File: config.mk
export PLATFORM = sky130hd
export DESIGN_NAME = emin_scheduler_flat
export DESIGN_NICKNAME = d
export VERILOG_FILES = /design/src/rtl/emin_scheduler_if.sv /design/src/rtl/emin_scheduler.sv /design/src/flat_wrapper.sv
export SDC_FILE = /design/constraint.sdc
export NUM_CORES = 1
export LEC_CHECK = 0
export BUFFER_PORTS_ARGS = -buffer_cell sky130_fd_sc_hd__buf_4
export CORE_ASPECT_RATIO = 0.8
export CORE_MARGIN = 3
export CORE_UTILIZATION = 40
export CTS_CLUSTER_SIZE = 16
export DETAILED_ROUTE_END_ITERATION = 10
export PLACE_DENSITY_LB_ADDON = 0.15
export SYNTH_ARGS = -nofsm -noshare
export SYNTH_HDL_FRONTEND = slang
export SYNTH_SLANG_ARGS = --single-unit
File: constraint.sdc
create_clock -name clk_in -period 4.66 [get_ports clk_in]
set_input_delay 0.233 -clock clk_in [delete_from_list [all_inputs] [get_ports clk_in]]
set_output_delay 0.233 -clock clk_in [all_outputs]
set_load 0.005 [all_outputs]
File: src/rtl/emin_scheduler_if.sv
// Engine handshake and triangular E-buffer write port of the Emin scheduler.
// master = scheduler side, slave = engine/buffer side.
interface emin_scheduler_if #(
  parameter int BIT_WIDTH = 32,
  parameter int I         = 160
);
  localparam int IW = $clog2(I);
  localparam int AW = $clog2(I*(I+1)/2);

  logic [IW-1:0]        emin_i_out;
  logic                 emin_valid_out;
  logic [IW-1:0]        emin_j_in;
  logic [BIT_WIDTH-1:0] emin_data_in;
  logic                 emin_valid_in;
  logic                 wr_en_out;
  logic [AW-1:0]        wr_addr_out;
  logic [BIT_WIDTH-1:0] wr_data_out;

  modport master (
    output emin_i_out, emin_valid_out, wr_en_out, wr_addr_out, wr_data_out,
    input  emin_j_in, emin_data_in, emin_valid_in
  );

  modport slave (
    input  emin_i_out, emin_valid_out, wr_en_out, wr_addr_out, wr_data_out,
    output emin_j_in, emin_data_in, emin_valid_in
  );
endinterface

File: src/rtl/emin_scheduler.sv
// Sweeps rows i=0..I-1 through the Emin engine, collects j=0..i in order and
// writes each result to the packed lower-triangular buffer at i*(i+1)/2 + j.
module emin_scheduler #(
  parameter int BIT_WIDTH = 32,
  parameter int I         = 160,
  parameter int TIMEOUT   = 1024
) (
  input  logic              clk_in,
  input  logic              rst_in,
  input  logic              start_in,
  emin_scheduler_if.master  bus,
  output logic              busy_out,
  output logic              done_out,
  output logic              err_out
);
  localparam int IW = $clog2(I);
  localparam int AW = $clog2(I*(I+1)/2);
  localparam int WW = $clog2(TIMEOUT+1);
  localparam logic [IW-1:0] I_LAST  = IW'(I-1);
  localparam logic [WW-1:0] WD_LAST = WW'(TIMEOUT-1);

  typedef enum logic [2:0] {IDLE, ISSUE, COLLECT, ADVANCE, FINISH} state_e;

  state_e               state_q;
  logic [IW-1:0]        i_q;
  logic [IW-1:0]        exp_j_q;
  logic [AW-1:0]        base_q;
  logic [WW-1:0]        wd_q;
  logic                 issue_q;
  logic                 wr_en_q;
  logic [AW-1:0]        wr_addr_q;
  logic [BIT_WIDTH-1:0] wr_data_q;
  logic                 busy_q, done_q, err_q;

  logic [AW-1:0]        base_d;
  logic [AW-1:0]        wr_addr_d;
  logic                 j_match;

  // Row base i*(i+1)/2 is accumulated: base(i+1) = base(i) + i + 1.
  assign base_d    = base_q + AW'(i_q) + AW'(1);
  assign wr_addr_d = base_q + AW'(exp_j_q);
  assign j_match   = (bus.emin_j_in == exp_j_q);

  always_ff @(posedge clk_in or posedge rst_in) begin
    if (rst_in) begin
      state_q   <= IDLE;
      i_q       <= '0;
      exp_j_q   <= '0;
      base_q    <= '0;
      wd_q      <= '0;
      issue_q   <= 1'b0;
      wr_en_q   <= 1'b0;
      wr_addr_q <= '0;
      wr_data_q <= '0;
      busy_q    <= 1'b0;
      done_q    <= 1'b0;
      err_q     <= 1'b0;
    end else begin
      issue_q <= 1'b0;
      wr_en_q <= 1'b0;
      done_q  <= 1'b0;
      unique case (state_q)
        IDLE: if (start_in) begin
          i_q     <= '0;
          base_q  <= '0;
          exp_j_q <= '0;
          err_q   <= 1'b0;
          busy_q  <= 1'b1;
          issue_q <= 1'b1;
          state_q <= ISSUE;
        end
        ISSUE: begin
          wd_q    <= '0;
          state_q <= COLLECT;
        end
        COLLECT: begin
          if (bus.emin_valid_in) begin
            wd_q <= '0;
            if (j_match) begin
              wr_en_q   <= 1'b1;
              wr_addr_q <= wr_addr_d;
              wr_data_q <= bus.emin_data_in;
              exp_j_q   <= exp_j_q + 1'b1;
              if (exp_j_q == i_q) state_q <= ADVANCE;
            end else begin
              // Out-of-order result: abort the sweep, nothing is written.
              err_q   <= 1'b1;
              busy_q  <= 1'b0;
              state_q <= IDLE;
            end
          end else if (wd_q == WD_LAST) begin
            err_q   <= 1'b1;
            busy_q  <= 1'b0;
            state_q <= IDLE;
          end else begin
            wd_q <= wd_q + 1'b1;
          end
        end
        // ADVANCE is the extra idle cycle that lets the engine settle before
        // the next issue.
        ADVANCE: begin
          if (i_q == I_LAST) begin
            done_q  <= 1'b1;
            state_q <= FINISH;
          end else begin
            base_q  <= base_d;
            i_q     <= i_q + 1'b1;
            exp_j_q <= '0;
            issue_q <= 1'b1;
            state_q <= ISSUE;
          end
        end
        FINISH: begin
          busy_q  <= 1'b0;
          state_q <= IDLE;
        end
        default: state_q <= IDLE;
      endcase
    end
  end

  assign bus.emin_i_out     = i_q;
  assign bus.emin_valid_out = issue_q;
  assign bus.wr_en_out      = wr_en_q;
  assign bus.wr_addr_out    = wr_addr_q;
  assign bus.wr_data_out    = wr_data_q;
  assign busy_out           = busy_q;
  assign done_out           = done_q;
  assign err_out            = err_q;
endmodule
File: src/flat_wrapper.sv
// flat-port wrapper written by rule: the top's interface ports become plain ports
module emin_scheduler_flat 
#(
  parameter int BIT_WIDTH = 32,
  parameter int I         = 160,
  parameter int TIMEOUT   = 1024
)
  (clk_in, rst_in, start_in, busy_out, done_out, err_out, bus_emin_i_out, bus_emin_valid_out, bus_wr_en_out, bus_wr_addr_out, bus_wr_data_out, bus_emin_j_in, bus_emin_data_in, bus_emin_valid_in);
  emin_scheduler_if #(.BIT_WIDTH(BIT_WIDTH), .I(I)) bus_i ();
  input  logic clk_in;
  input  logic rst_in;
  input  logic start_in;
  output logic busy_out;
  output logic done_out;
  output logic err_out;
  output wire logic [$bits(bus_i.emin_i_out)-1:0] bus_emin_i_out;
  output wire logic [$bits(bus_i.emin_valid_out)-1:0] bus_emin_valid_out;
  output wire logic [$bits(bus_i.wr_en_out)-1:0] bus_wr_en_out;
  output wire logic [$bits(bus_i.wr_addr_out)-1:0] bus_wr_addr_out;
  output wire logic [$bits(bus_i.wr_data_out)-1:0] bus_wr_data_out;
  input wire logic [$bits(bus_i.emin_j_in)-1:0] bus_emin_j_in;
  input wire logic [$bits(bus_i.emin_data_in)-1:0] bus_emin_data_in;
  input wire logic [$bits(bus_i.emin_valid_in)-1:0] bus_emin_valid_in;
  assign bus_emin_i_out = bus_i.emin_i_out;
  assign bus_emin_valid_out = bus_i.emin_valid_out;
  assign bus_wr_en_out = bus_i.wr_en_out;
  assign bus_wr_addr_out = bus_i.wr_addr_out;
  assign bus_wr_data_out = bus_i.wr_data_out;
  assign bus_i.emin_j_in = bus_emin_j_in;
  assign bus_i.emin_data_in = bus_emin_data_in;
  assign bus_i.emin_valid_in = bus_emin_valid_in;
  emin_scheduler #(.BIT_WIDTH(BIT_WIDTH), .I(I), .TIMEOUT(TIMEOUT)) u_core (.clk_in(clk_in), .rst_in(rst_in), .start_in(start_in), .bus(bus_i), .busy_out(busy_out), .done_out(done_out), .err_out(err_out));
endmodule
==> results of run 1 <==
## placed cells by master, fill, tap and decap left out, drive strengths merged, types with 10 or more instances in the layout
master / n
nor2: 34
nor3: 11
buf: 105
xor2: 28
clkbuf: 10
o21ai: 28
inv: 10
xnor2: 15
ha: 19
nand2: 27
dfrtp: 95
a21oi: 25
mux2: 41
## routing by layer
metal	vias up	GRT usage [%]	part of all wire [%]
met4	0	5.42	1.6
met1	1919	23.8	46
li1	1911	-	-
met3	14	4.77	4.7
met2	78	28.3	47
met5	-	0	0
## state kept, by name, summed over array words and instances, names as in the netlist
signal / count
u_core.busy_out: 1
u_core.bus.wr_en_out: 1
u_core.exp_j_q: 8
u_core.wd_q: 11
u_core.err_out: 1
u_core.bus.wr_data_out: 32
u_core.bus.emin_i_out: 8
u_core.bus.emin_valid_out: 1
u_core.state_q: 3
u_core.done_out: 1
u_core.bus.wr_addr_out: 14
u_core.base_q: 14
## through the flow
step	instances	utilization, %	total power [uW]
floorplan	471	-	1320
global placement	729	48.7	1510
detailed placement	729	48.7	1520
CTS	744	51.0	2260
global route	744	51.0	2360
finish	744	51.0	2240
## layout make-up
type                    count  area, um2  area share, %
clock buffers              10        229           3.63
clock inverters             5       58.8          0.933
inverters                  10       38.8          0.616
multi-input cells         348       2590           41.2
flip-flops and latches     95       2380           37.7
well taps                 171        214           3.40
repair buffers            105        788           12.5
## power by group through the flow
stage	registers, uW	logic (uW)	clock network [uW]
after floorplan	955	365	0
after detailed placement	989	529	0
after global routing	986	588	786
after global placement	985	530	0
after CTS	974	531	758
final	974	526	739
## worst max-delay path, stage by stage, from the launching register on
cell	delay, ns
dfrtp_1	0.46
inv_1	0.09
ha_1	0.17
inv_1	0.06
fa_1	0.40
a21oi_1	0.20
o21ai_0	0.14
a2111oi_0	1.08
o21ai_0	0.22
a21oi_1	0.16
## path summary, 6_finish.rpt
check / end / depth (start not counted) / slack (ns)
max: u_core.base_q[12]$_DFFE_PP0P_ / 9 / 1.60
min: u_core.bus.wr_data_out[23]$_DFFE_PP0P_ / 2 / 0.04
max reg2reg: u_core.base_q[12]$_DFFE_PP0P_ / 9 / 1.60
min reg2reg: u_core.err_out$_DFFE_PP0P_ / 1 / 0.48
max in group asynchronous: u_core.exp_j_q[3]$_DFFE_PP0P_ / 3 / 3.50
min in group clk_in: u_core.bus.wr_data_out[1]$_DFFE_PP0P_ / 2 / 0.10
## logic make-up (layout without fill, tap and decap cells)
logic type,after synthesis,in the layout,synth area share (%)
and+or+nand+nor,130,130,13.9
AOI/OAI and AO/OA,109,109,14.1
DFF,95,95,46.4
muxes,45,45,9.79
xor gates and xnor gates,43,43,7.35
buffers and inverters,28,130,3.03
adders and majority gates,21,21,5.42
==> results.toml, run 1 <==
[min_path]
hold_path_class = "input port to async pin"

[layout]
diodes = 0
fin_area_mm2 = 0.00630
syn_to_final_growth_pct = 22.9
layout.nets = 634
drive_gt1_share_pct = 28.1
n_fill_cell = 1162

[grt]
grt_overflow = 0
grt_pass1_wl_um = 20400
grt_pass1_vias = 4008
grt_antenna_before_repair = 0
grt_max_degree = 53
track_usage_pct = 17.8

[synth]
ys.flop_type = "dfrtp_1"
yosys_warnings = 0
syn-instance-count = 471
synth_area_mm2 = 0.00513
synth_top_cell_area_share_pct = 46.4
avgSynthCellArea_um2 = 10.9
synthTopCellsByArea = "dfrtp_1, mux2_2, xor2_1"
yosysTopAreaCell = "dfrtp_1"
synth-seq-cells = 95
ys_seq_area_share_pct = 46.4
ys_top_cells_by_count = "dfrtp_1, nor2_1, o21ai_0, xor2_1"
synth_edf_count = 0
ys_types = 66
synth_nets = 536
async_reset_ff_share_pct = 100
yosysMostFrequentCell = "dfrtp_1"

[clocking]
cts_num_sinks = 95
cts_tree = "built"
cts_root_buf = "clkbuf_16"
postCtsSetupBuffers = 0
cts_buffer_depth = 2
htreeDepth = 3
worstSkewPairLatency_ns = 0.35
cts_made_buffers = 9
path_clk_slew_ns = 0.07
ctsHoldBuffers = 0
ctsResizeCount = 0

[timing]
rsz0062_at_grt = "false"
period_needed_ns = 3.06
report.final.slew_viol_count = 0
fin_skew_ns = 0.00578
finalHoldViolCount = 0
tightestPinTransition_ns = 1.22
relSlewSlack_pct = 16.7
fin_crit_sh_pct = 65.7
fin_tns_setup_ns = 0
setup_violations = 0
whs_ns = 0.0355
finalWorstSetupSlack_ns = 1.60
max_freq_ghz = 0.326

[detailed_routing]
ant_nets = 0
firstDrtPassIters = 4
drt_iter0_markers = 333
dr_total_vias = 3922
routed_wirelength_um = 12300
drc = 0
via_per_inst = 5.27
wl_per_cell_um = 16.5

[power]
vdd_ir_drop_max_uv = 246
power_density_mw_per_mm2 = 356
p_clk_share_pct = 33.0
p_leak_uw = 0.00310
p_sw_uw = 706
seqPwrFrac_pct = 43.5
p_int_uw = 1530
p_sw_share_pct = 31.5
combPwrFrac_pct = 23.5

[floorplanning]
die_h_um = 107
die-area_mm2 = 0.0142
dieWidth_um = 133
io_pins = 103
core_mm2 = 0.0123
start_util_pct = 41.5
row_count = 36

[critical_path]
startpoint = "u_core.bus.emin_i_out[0]$_DFFE_PP0P_"
required_ns = 4.94
path_class = "flop to flop"
start_kind = "flop"
timing.rr.start = "u_core.bus.emin_i_out[0]$_DFFE_PP0P_"
path_max_fanout = 7
cp.arrival_ns = 3.34
end_kind = "flop"

[placed_design]
dp_hpwl_um = 8820
place.gp.congestion = 0.929
io_buffer_count = 102
dpl-instance-area_mm2 = 0.00601
dpl_worst_slack_ns = 1.66

[outcome]
status = "complete, no violations"

[job]
max-cap-violations = 0
No activity file was read; power rests on OpenSTA's default activity.
==> run 2, diff against run 1 <==
==> constraint.sdc (replaced) <==
create_clock -name clk_in -period 3.1 [get_ports clk_in]
set_input_delay 0.155 -clock clk_in [delete_from_list [all_inputs] [get_ports clk_in]]
set_output_delay 0.155 -clock clk_in [all_outputs]
set_load 0.005 [all_outputs]
==> run 2 against run 1 <==
Against the previous run:
- clock power up 53%
- final cell count up 0.67%
- die area unchanged
- sequential cell count unchanged
- worst setup slack got worse by 1.0 ns
- non-clock buffer count grew 4
- critical endpoint is now u_core.bus.wr_addr_out[9]$_DFFE_PP0P_
- largest cell class unchanged
- largest power group unchanged
- total power grew 52%
- first-iteration DRC count fell by 33%
- register-to-register slack got worse by 1.0 ns
==> results.toml, run 2 (synthesis gave the netlist of run 1 again) <==
[outcome]
status = "complete, no violations"

[floorplanning]
row_count = 36
die_h_um = 107
core_mm2 = 0.0123
io_pins = 103
dieWidth_um = 133
start_util_pct = 41.5
die-area_mm2 = 0.0142

[critical_path]
reg2reg_slack_ns = 0.56
ff2ff_path_depth = 6
cp.arrival_ns = 2.78
required_ns = 3.34
slowest_stage = "dfrtp_1"
r2r_end = "u_core.bus.wr_addr_out[9]$_DFFE_PP0P_"
max_stage_delay_ns = 0.51
timing.rr.start = "u_core.exp_j_q[6]$_DFFE_PP0P_"
critical_path.cell_chain = "ha_1 > a2111oi_0 > o21ai_0 > a21boi_0 > xnor2_1 > mux2_1"
worst_path_dominant_cell_family = "compound AO/OA/AOI/OAI gates"
path_class = "flop to flop"
crit_buf_inv = 0
start_kind = "flop"
end_kind = "flop"
path_max_fanout = 7

[timing]
whs_ns = 0.0169
finalHoldViolCount = 0
fin_crit_sh_pct = 81.9
report.final.slew_viol_count = 0
fin_tns_setup_ns = 0
max_freq_ghz = 0.394
period_needed_ns = 2.54
fin_skew_ns = 0.00474
setup_violations = 0
tightestPinTransition_ns = 0.833
rsz0062_at_grt = "false"
relSlewSlack_pct = 44.4

[placed_design]
dp_hpwl_um = 9130
dp.cells = 732
io_buffer_count = 102
dpl-instance-area_mm2 = 0.00606
place.gp.congestion = 0.868

[detailed_routing]
firstDrtPassIters = 5
drt_iter0_markers = 224
routed_wirelength_um = 12300
drc = 0
dr_total_vias = 3924
wl_per_cell_um = 16.4
via_per_inst = 5.24
ant_nets = 0

[layout]
final_common_cell = "buf_4"
largest_reg_flops = 32
fin_area_mm2 = 0.00637
diodes = 0
final_cell_mix = "buf_4, dfrtp_1, nor2_1"
layout.nets = 638
drive_gt1_share_pct = 28.5
syn_to_final_growth_pct = 24.2
final_cells = 749

[min_path]
hold_depth = 2
min_to = "u_core.bus.wr_data_out[7]$_DFFE_PP0P_"
hold_path_class = "input port to flop"
holdCritStartpoint = "bus_emin_data_in[7]"

[grt]
grt_antenna_before_repair = 0
grt_pass1_wl_um = 20600
grt_max_degree = 54
grt_overflow = 0
grt_pass1_vias = 4067
track_usage_pct = 18.1

[power]
combPwrFrac_pct = 23.5
p_clk_share_pct = 33.3
p_int_uw = 2320
p_sw_share_pct = 31.6
vdd_ir_drop_max_uv = 311
power_density_mw_per_mm2 = 533
seqPwrFrac_pct = 43.2
p_leak_uw = 0.00314
p_total_uw = 3400
p_sw_uw = 1070

[clocking]
cts_tree = "built"
worstSkewPairLatency_ns = 0.35
cts_num_sinks = 95
cts_buffer_depth = 2
ctsResizeCount = 0
htreeDepth = 3
cts_root_buf = "clkbuf_16"
path_clk_slew_ns = 0.07
cts_made_buffers = 9

[job]
max-cap-violations = 0
-- run 2: changes by cell type in the layout (fill, tap and decap cells not counted) --
cell	before	now
buf_12	0	2
clkinv_4	0	2
buf_4	105	106
clkinvlp_4	2	1
dlygate4sd3_1	0	1
-- run 2: how the worst max path moves through the flow --
stage                                        startpoint                                     to  slack [ns]  depth (start not counted)
after floorplan                                  rst_in           u_core.base_q[0]$_DFFE_PP0P_        0.47                          1
after global placement    u_core.exp_j_q[6]$_DFFE_PP0P_  u_core.bus.wr_addr_out[9]$_DFFE_PP0P_        0.64                          6
after detailed placement  u_core.exp_j_q[6]$_DFFE_PP0P_  u_core.bus.wr_addr_out[9]$_DFFE_PP0P_        0.64                          6
after CTS                 u_core.exp_j_q[6]$_DFFE_PP0P_  u_core.bus.wr_addr_out[9]$_DFFE_PP0P_        0.59                          6
after global routing      u_core.exp_j_q[6]$_DFFE_PP0P_  u_core.bus.wr_addr_out[9]$_DFFE_PP0P_        0.36                          6
final                     u_core.exp_j_q[6]$_DFFE_PP0P_  u_core.bus.wr_addr_out[9]$_DFFE_PP0P_        0.56                          6
-- run 2: worst reg2reg max path, cell delays in order, from the launching register on --
cell	delay, ns
dfrtp_1	0.51
ha_1	0.41
a2111oi_0	0.41
o21ai_0	0.26
a21boi_0	0.43
xnor2_1	0.12
mux2_1	0.30
-- run 2: per-stage QoR --
step,util [%],setup WS (ns)
floorplan,-,0.468
global placement,49.1,0.641
detailed placement,49.1,0.639
CTS,51.6,0.594
global route,51.6,0.357
finish,51.6,0.560
-- run 2: power by group through the flow --
stage               Sequential, uW  Combinational (uW)  Clock, uW
floorplan                     1440                 549          0
global placement              1480                 794          0
detailed placement            1490                 804          0
CTS                           1470                 809       1170
global route                  1490                 904       1220
finish                        1470                 798       1130
-- run 2: final cells by class --
| class | instances | area (um2) |
|---|---|---|
| repair buffers | 109 | 846 |
| multi-input cells | 348 | 2590 |
| flip-flops and latches | 95 | 2380 |
| inverters | 10 | 38.8 |
| clock buffers | 10 | 229 |
| fillers | 1163 | 5970 |
| clock inverters | 6 | 68.8 |
| well taps | 171 | 214 |
-- run 2: what timing repair did --
| action | in CTS | in global routing |
|---|---|---|
| setup buffers | 0 | 0 |
| hold buffers | 1 | 0 |
| endpoints found under the hold margin | 47 | 0 |
-- run 2: layer usage --
metal / up-vias / wire, um / GRT usage (%)
met2: 76 / 5720 / 27.6
met1: 1910 / 5770 / 24.8
met4: 0 / 136 / 5.42
met3: 10 / 689 / 5.51
li1: 1928 / - / -
met5: - / 0 / 0
==> run 3, diff against run 2 <==
==> constraint.sdc (replaced) <==
create_clock -name clk_in -period 2.1 [get_ports clk_in]
set_input_delay 0.105 -clock clk_in [delete_from_list [all_inputs] [get_ports clk_in]]
set_output_delay 0.105 -clock clk_in [all_outputs]
set_load 0.005 [all_outputs]
==> run 3 against run 2 <==
Against the previous run:
- global-route usage up 2.3 points
- utilization grew 8.1 points
- via count up 9.3%
- fmax is 21% higher
- highest routed layer unchanged
- worst hold slack better by 0.026 ns
- worst setup slack lost 0.56 ns
- register-to-register slack worse by 0.56 ns
- sequential cell count is the same
- routed wire length is 15% higher
- the flow now finishes with violations (negative setup slack)
- non-clock buffer count grew 98
- total power increased by 57%
- largest cell class unchanged
- critical path depth rose by 1
- critical endpoint is now u_core.base_q[5]$_DFFE_PP0P_
==> results.toml, run 3 (synthesis gave the netlist of run 1 again) <==
[detailed_routing]
dr_total_vias = 4290
routed_wirelength_um = 14200
ant_nets = 0
drt_iter0_markers = 242
via_per_inst = 5.06
wl_per_cell_um = 16.7
firstDrtPassIters = 4
drc = 0

[timing]
setup_violations = 1
finalHoldViolCount = 0
rsz0062_at_grt = "true"
fin_skew_ns = 0.00566
report.final.slew_viol_count = 0
tightestPinTransition_ns = 0.621
whs_ns = 0.0429
max_freq_ghz = 0.475
relSlewSlack_pct = 58.6
fin_crit_sh_pct = 100
finalWorstSetupSlack_ns = -0.00350
period_needed_ns = 2.10

[critical_path]
required_ns = 2.34
ff2ff_path_depth = 7
path_class = "flop to flop"
end_kind = "flop"
r2r_end = "u_core.base_q[5]$_DFFE_PP0P_"
reg2reg_slack_ns = -0.004
cp.arrival_ns = 2.35
path_max_fanout = 4
timing.rr.start = "u_core.base_q[1]$_DFFE_PP0P_"
start_kind = "flop"

[floorplanning]
start_util_pct = 41.5
io_pins = 103
die-area_mm2 = 0.0142
dieWidth_um = 133
die_h_um = 107
core_mm2 = 0.0123
row_count = 36

[layout]
largest_reg_flops = 32
drive_gt1_share_pct = 38.3
layout.nets = 736
syn_to_final_growth_pct = 43.7
postLayoutCoreUtil_pct = 59.7
diodes = 0
fin_area_mm2 = 0.00737
final_cell_mix = "buf_4, dfrtp_1, nor2_1, dlygate4sd3_1, xor2_1"
final_common_cell = "buf_4"

[clocking]
htreeDepth = 3
worstSkewPairLatency_ns = 0.36
cts_tree = "built"
cts_num_sinks = 95
cts_root_buf = "clkbuf_16"
cts_made_buffers = 9
path_clk_slew_ns = 0.07
cts_buffer_depth = 2

[job]
max-cap-violations = 0

[grt]
track_usage_pct = 20.3
grt_pass1_vias = 4525
grt_overflow = 0
grt_pass1_wl_um = 23100
grt_antenna_before_repair = 0
grt_max_degree = 96

[power]
vdd_ir_drop_max_uv = 522
p_total_uw = 5340
power_density_mw_per_mm2 = 724
p_leak_uw = 0.00361

[min_path]
hold_path_class = "input port to flop"
min_to = "u_core.state_q[0]$_DFFE_PP0P_"
holdCritStartpoint = "start_in"
hold_depth = 3

[placed_design]
dpl-instance-area_mm2 = 0.00656
dpl_worst_slack_ns = -0.0742
place.gp.congestion = 0.874
dp_hpwl_um = 9830
io_buffer_count = 102

[outcome]
status = "complete, but fails checks"
violations = "negative setup slack"
run 3: how the worst max path moves through the flow:
stage | start | endpoint | slack (ns)
2_1_floorplan | u_core.bus.emin_i_out[0]$_DFFE_PP0P_ | u_core.base_q[10]$_DFFE_PP0P_ | 0.01
3_3_place_gp | u_core.bus.emin_i_out[6]$_DFFE_PP0P_ | u_core.base_q[11]$_DFFE_PP0P_ | -0.03
3_5_place_dp | u_core.base_q[1]$_DFFE_PP0P_ | u_core.bus.wr_addr_out[8]$_DFFE_PP0P_ | -0.07
4_1_cts | u_core.bus.emin_i_out[6]$_DFFE_PP0P_ | u_core.base_q[13]$_DFFE_PP0P_ | -0.006
5_1_grt | u_core.base_q[1]$_DFFE_PP0P_ | u_core.base_q[13]$_DFFE_PP0P_ | -0.1
6_report | u_core.base_q[1]$_DFFE_PP0P_ | u_core.base_q[5]$_DFFE_PP0P_ | -0.004
run 3: area by class of cell:
type / count / area (um2)
Multi-Input combinational cell: 348 / 2740
Clock buffer: 10 / 229
Tap cell: 171 / 214
Clock inverter: 6 / 51.3
Inverter: 10 / 43.8
Sequential cell: 95 / 2380
Fill cell: 1053 / 4970
Timing Repair Buffer: 207 / 1710
run 3: critical path, stage by stage, from the launching register on:
cell and delay [ns]:
dfrtp_1 0.42, ha_1 0.28, nor2b_2 0.16, o31a_1 0.26
buf_4 0.14, o21a_1 0.17, or3_1 0.30, a32o_1 0.26
run 3: through the flow:
step | TNS (ns) | std cells
CTS | -0.00618 | 843
floorplan | 0 | 471
global placement | -0.0532 | 794
detailed placement | -0.248 | 794
finish | -0.00350 | 847
global route | -0.407 | 847
run 3: where the power goes:
part	total, uW	switching, uW	internal [uW]
combinational	1660	868	793
clock	1600	777	826
sequential	2070	99.6	1970
run 3: timing repair:
action                                  CTS  global route
cloned                                    0             2
hold buffers                             33             0
endpoints found under the hold margin   127             0
buffers inserted                          0             2
resized for setup                         9            30
pin swaps                                 6            17
endpoints found under the setup margin   10            55
run 3: layer usage:
layer  GRT usage, %  vias to the layer above  wire length [um]
li1               -                     2116                 -
met2           33.8                       78              6890
met1           26.9                     2087              6610
met3           4.86                        9               562
met5              0                        -                 0
met4           5.42                        0               123
